**src/rtl/consec_seq_checker.sv**
```systemverilog
// Per-channel "a rises, then b for NREP cycles, then c after GAP cycles" checker,
// replicated CHANNELS times with no shared state between channels.
module consec_seq_lane #(
  parameter int NREP  = 2,
  parameter int GAP   = 1,
  parameter int CNT_W = 8
) (
  input  logic             clk,
  input  logic             rst,
  input  logic             a_i,
  input  logic             b_i,
  input  logic             c_i,
  input  logic             clear_i,
  output logic             busy_o,
  output logic             pass_o,
  output logic             fail_o,
  output logic             overlap_o,
  output logic [CNT_W-1:0] fail_count_o
);
  localparam int MAXC = (NREP > GAP) ? NREP : GAP;
  localparam int CW   = (MAXC > 1) ? $clog2(MAXC) : 1;

  typedef enum logic [1:0] {S_IDLE, S_REP, S_WAIT} state_t;

  state_t           state_q;
  logic [CW-1:0]    cnt_q;
  logic             a_q, pass_q, fail_q, overlap_q;
  logic [CNT_W-1:0] fcnt_q;
  logic             trig, pass_d, fail_d;

  assign trig = a_i & ~a_q;

  // Decisive outcomes of this cycle's sample; they become next cycle's pulses.
  always_comb begin
    pass_d = 1'b0;
    fail_d = 1'b0;
    case (state_q)
      S_REP:   fail_d = ~b_i;
      S_WAIT:  if (cnt_q == CW'(GAP-1)) begin
                 pass_d = c_i;
                 fail_d = ~c_i;
               end
      default: ;
    endcase
  end

  always_ff @(posedge clk or posedge rst) begin
    if (rst) begin
      state_q   <= S_IDLE;
      cnt_q     <= '0;
      a_q       <= 1'b0;
      pass_q    <= 1'b0;
      fail_q    <= 1'b0;
      overlap_q <= 1'b0;
      fcnt_q    <= '0;
    end else begin
      a_q    <= a_i;
      pass_q <= pass_d;
      fail_q <= fail_d;
      case (state_q)
        S_IDLE: if (trig) begin
                  state_q <= S_REP;
                  cnt_q   <= '0;
                end
        S_REP:  if (!b_i) state_q <= S_IDLE;
                else if (cnt_q == CW'(NREP-1)) begin
                  state_q <= S_WAIT;
                  cnt_q   <= '0;
                end else cnt_q <= cnt_q + CW'(1);
        S_WAIT: if (cnt_q == CW'(GAP-1)) state_q <= S_IDLE;
                else cnt_q <= cnt_q + CW'(1);
        default: state_q <= S_IDLE;
      endcase
      // clear wins over a same-cycle set/increment
      if (clear_i) overlap_q <= 1'b0;
      else if (trig && state_q != S_IDLE) overlap_q <= 1'b1;
      if (clear_i) fcnt_q <= '0;
      else if (fail_d && fcnt_q != {CNT_W{1'b1}}) fcnt_q <= fcnt_q + CNT_W'(1);
    end
  end

  assign busy_o       = (state_q != S_IDLE);
  assign pass_o       = pass_q;
  assign fail_o       = fail_q;
  assign overlap_o    = overlap_q;
  assign fail_count_o = fcnt_q;
endmodule


```
**config.mk**
```make
export PLATFORM = sky130hd
export DESIGN_NAME = consec_seq_lane
export DESIGN_NICKNAME = d
export VERILOG_FILES = /design/src/rtl/consec_seq_checker.sv
export SDC_FILE = /design/constraint.sdc
export NUM_CORES = 1
export LEC_CHECK = 0
export ABC_AREA = 1
export BUFFER_PORTS_ARGS = -buffer_cell sky130_fd_sc_hd__buf_2
export CORE_MARGIN = 1.5
export CORE_UTILIZATION = 53
export CTS_CLUSTER_DIAMETER = 100
export DETAILED_ROUTE_END_ITERATION = 16
export PLACE_DENSITY = 0.78
export SLEW_MARGIN = 10
export SYNTH_ARGS = -nofsm -noshare
export SYNTH_HDL_FRONTEND = slang
export SYNTH_SLANG_ARGS = --single-unit
```
**constraint.sdc**
```tcl
create_clock -name clk -period 1.91 [get_ports clk]
set_clock_uncertainty 0.15 [all_clocks]
set_input_delay 0 -clock clk [delete_from_list [all_inputs] [get_ports clk]]
set_output_delay 0 -clock clk [all_outputs]
set_load 0.01 [all_outputs]
```
Yosys cells after proc, flatten, opt, wreduce, memory -nomap -nowiden
Cells that the tools add are included.
Word-level totals
  flip-flop bits (word level): 15
  output and inout bits: 12
  input port bits: 6
  word-level logic and storage cells: 47
Cells by class
  multiplexer cells: 18
  add/sub/neg operators: 2
  reductions and logical operators: 9
  bitwise gates (word level): 4
  equality and inequality tests: 7
Operators by type and width (count)
  8-bit two-way mux: 2
  1-bit two-way mux: 9
  8-bit by 1-bit adder with 8-bit output, second input constant: 1
  2-bit two-way mux: 4
  8-bit inequality test, second input constant: 1
  2-bit inequality test, second input constant: 3
  2-bit case mux with 3 select lines: 1
  3-bit AND reduction: 2
  2-bit nonzero test: 3
  3-bit inequality test, second input constant: 1
  1-bit NOT: 3
  1-bit case mux with 3 select lines: 1
  3-bit nonzero test: 1
  2-bit by 1-bit == test with 1-bit output, second input constant: 1
  2-bit == test, second input constant: 1
  1-bit logical AND: 2
  2-bit zero test: 1
  1-bit case mux with 2 select lines: 1
  1-bit adder, second input constant: 1
  1-bit AND: 1

Depth between registers and ports, before layout
  word-level depth: 6
  gate-level depth with buffers: 8
  gate-level depth less buffers: 8

Least setup slack after synthesis
OpenSTA, ideal clock, no wires.
  path kind: reg2reg
  from: reg fcnt_q[0] (netlist: fail_count_o[0])
  to: reg fcnt_q[7] (netlist: fail_count_o[7])
  data required time: 1.644 ns
  cell stages (with the launch flop): 8
  library setup time: 0.116 ns
  clock period less this slack: 1.433 ns
  arrival time: 1.167 ns
  path buffers: 0
  setup slack: 0.477 ns
  cell sequence: dfrtp_1 ha_1 nand2_2 nor2_2 nand2_2 nand3_4 nor2_1 nor2_1
On the way
  longest elaborated chain between the ends: 3
  elaborated cells between the ends (all ways): 6
  classes of those cells: add/sub: 1; eq/ne: 1; mux: 2; reduce/logical: 2
RTL lines
  start: declaration: RTL line 28  | logic [CNT_W-1:0] fcnt_q;
  start signal: assignment: RTL line 78  | else if (fail_d && fcnt_q != {CNT_W{1'b1}}) fcnt_q <= fcnt_q + CNT_W'(1);
  8-bit by 1-bit adder with 8-bit output / 8-bit inequality test (equally long branches): RTL line 78
  8-bit two-way mux / 1-bit logical AND (equally long branches): RTL line 78
  8-bit two-way mux / 2-bit nonzero test (equally long branches)
Parallel ways exist; a longest one is shown, timed or not. The select of a mux whose other input is x is not followed.
A chain may end at the register's enable or synchronous reset.

Final worst setup path
  from: reg fcnt_q[0] (netlist: fail_count_o[0])
  to: reg fcnt_q[5] (netlist: fail_count_o[5])
The elaborated chain is that of the path after synthesis.

==> out/metrics.yaml <==
outcome:
  status: "finished, final reports clean"
sta:
  slew_headroom_pct: 61.7
  hold_viol: 0
  fmax_mhz: 641
  worst_pin_slew_ps: 573
  timing.setup.tns_ps: 0
  finalCritPeriodShare_pct: 81.6
  setup-violations-final: 0
  fin_ws_ps: 351
  rsz0062_at_grt: "no"
  slew_viol_final: 0
  period_needed_ps: 1560
critical_path:
  path_cells: "ha_1 > nand2_2 > nor2_2 > nand2_2 > nand3_4 > nand2_4 > nand2_1 > nand2_1"
  crit_start: "fail_count_o[0]$_DFFE_PP0P_"
  critPathSlowestCell: "dfrtp_1"
  cp_max_fo: 9
  worst-path-buf-inv: 0
  endpoint_kind: "flop"
  max_stage_delay_ps: 430
  start_kind: "flop"
  r2r-start: "fail_count_o[0]$_DFFE_PP0P_"
  r2r_setup_slack_ps: 350
  crit_type: "reg -> reg"
  worstPathRequired_ps: 1940
  critPathArrivalTime_ps: 1590
  critPathTopFamily: "simple AND/OR/NAND/NOR gates"
route:
  vias: 872
  remaining_drc_errors: 0
  routed_wl_microns: 1890
  viasPerCell: 5.35
  ant_nets: 0
  drtIter0Drc: 11
  firstDrtPassIters: 4
  routedWlPerCell_microns: 11.6
grt:
  grt_overflow: 0
  grt_pass1_wl_microns: 3140
  busiest_layer: "met2"
  grtUsageTotal_pct: 21.6
  use_met3_pct: 3.60
  grt_pass1_vias: 758
  antenna_found_initial: 0
  use_met1_pct: 27.0
  grt_max_degree: 16
  use_met2_pct: 34.6
floorplanning:
  die_width_microns: 45.2
  coreArea_sq_um: 1690
  die_y_microns: 45.2
  num_rows: 15
  ios: 18
  die_area_sq_um: 2040
  floorplan.initialDensity_pct: 55.9
logic_synthesis:
  ys_seq_area_share_pct: 39.8
  yosysWarnings: 0
  avgSynthCellArea_sq_um: 7.80
  ys_ff_latch: 15
  syn_inst: 121
  yosysUniqueCellTypes: 20
  syn_nets: 135
  syn_area_sq_um: 943
clock_tree:
  cts_tree: "built"
  clock_latency_ps: 290
  clock_sinks: 15
  cts_max_level: 1
  ctsLongestPathBuffers: 2
  cts_resized: 0
  cts_inserted_buffers: 3
  clock-root-buffer: "clkbuf_4"
  clk_pin_slew_worst_paths_ps: 90
power:
  vdd_drop_max_mv: 0.646
  p_leak_nw: 0.619
  powerDensity_nw_per_um2: 949
placement:
  dp_cells: 154
  placed_area_sq_um: 1040
  place.port_buffers: 17
  dp_slack_ps: 366
  dp_hpwl_microns: 1400
  place.gp.congestion: 0.868
cells_and_area:
  nets: 161
  syn_to_final_growth_pct: 18.2
  drive_above_1_share_pct: 19.9
  stdcell_area_sq_um: 1110
  stdcell_count: 163
  diodes: 0
flow_run:
  drv_cap: 0
min_path:
  hold_path_class: "in -> async"
sequential cells by signal (all words and copies together), names as in the netlist:
name	cells
fail_count_o	8
overlap_o	1
pass_o	1
cnt_q	1
state_q	2
fail_o	1
a_q	1
layout by cell type, fill, tap and decap left out, drive strengths merged:
master	synthesis	layout
nand2	39	39
buf	1	17
inv	15	15
dfrtp	15	15
nor2	15	15
nand3	14	14
ha	8	8
dlygate4sd3	0	5
a21oi	4	4
clkbuf	0	4
nand4	3	3
o21bai	2	2
o21ai	1	1
nor3	1	1
nand3b	1	1
o21a	1	1
o22ai	1	1
Yosys cell counts:
library cell	instances	share of area (%)
a21oi_1	4	2.1
buf_6	1	1.2
o21ai_0	1	0.53
dfrtp_1	15	40
nor3_1	1	0.53
nand4_1	3	2.0
nand2_2	4	2.7
o21bai_1	2	1.6
inv_1	15	6.0
o22ai_1	1	0.66
nand3_4	1	1.9
nand3b_1	1	0.80
nor2_1	12	4.8
ha_1	8	11
nor2_2	2	1.3
nand2_4	1	1.2
nand3_1	13	6.9
o21a_1	1	0.80
nor2_4	1	1.2
nand2_1	34	14
cell type report:
| cell class | count | area [sq um] |
|---|---|---|
| Clock buffer | 4 | 26.3 |
| Sequential cell | 15 | 375 |
| Fill cell | 149 | 574 |
| Inverter | 15 | 56.3 |
| Timing Repair Buffer | 22 | 135 |
| Multi-Input combinational cell | 90 | 500 |
| Tap cell | 17 | 21.3 |
worst paths after layout:
kind                                               end  depth (start not counted)
max                        fail_count_o[5]$_DFFE_PP0P_                          8
min                        fail_count_o[1]$_DFFE_PP0P_                          3
max reg2reg                fail_count_o[5]$_DFFE_PP0P_                          8
min reg2reg                           pass_o$_DFF_PP0_                          1
max in group asynchronous  fail_count_o[5]$_DFFE_PP0P_                          3
min in group clk                         a_q$_DFF_PP0_                          2
kinds of logic (layout without fill, tap and decap cells):
group | Yosys count | count (layout) | share of synthesized area [%]
AOI/OAI and AO/OA | 9 | 9 | 5.70
adders and majority gates | 8 | 8 | 10.6
buffers and inverters | 16 | 41 | 7.16
DFF | 15 | 15 | 39.8
and+or+nand+nor | 73 | 73 | 36.7
report_power, final:
group / internal [mW] / switching [mW] / leakage [nW]
Clock: 0.0813 / 0.104 / 0.0150
Sequential: 0.376 / 0.0536 / 0.201
Combinational: 0.163 / 0.280 / 0.403
Total: 0.621 / 0.438 / 0.619
worst register-to-register path, stage by stage, from the launching register on:
cell	delay (ps)
dfrtp_1	430
ha_1	240
nand2_2	90
nor2_2	100
nand2_2	100
nand3_4	140
nand2_4	80
nand2_1	80
nand2_1	50
through the flow:
step,power [mW],utilization (%),hold WS (ps)
3_5_place_dp,0.871,61.5,-58.6
4_1_cts,1.06,66.0,178
3_3_place_gp,0.851,61.5,-62.4
5_1_grt,1.14,66.0,217
2_1_floorplan,0.747,-,-249
6_report,1.06,66.0,154
repair_timing:
item | in CTS | in global routing
hold endpoints to repair | 23 | 0
hold buffers | 5 | 0
buffers inserted | 0 | 0
per-layer routing:
metal  vias to the layer above  part of all wire, %
met5                         -                    0
met4                         0                  2.8
met3                         8                  2.8
met2                        19                   48
met1                       409                   46
li1                        436                    -
No activity file was read; power rests on OpenSTA's default activity.
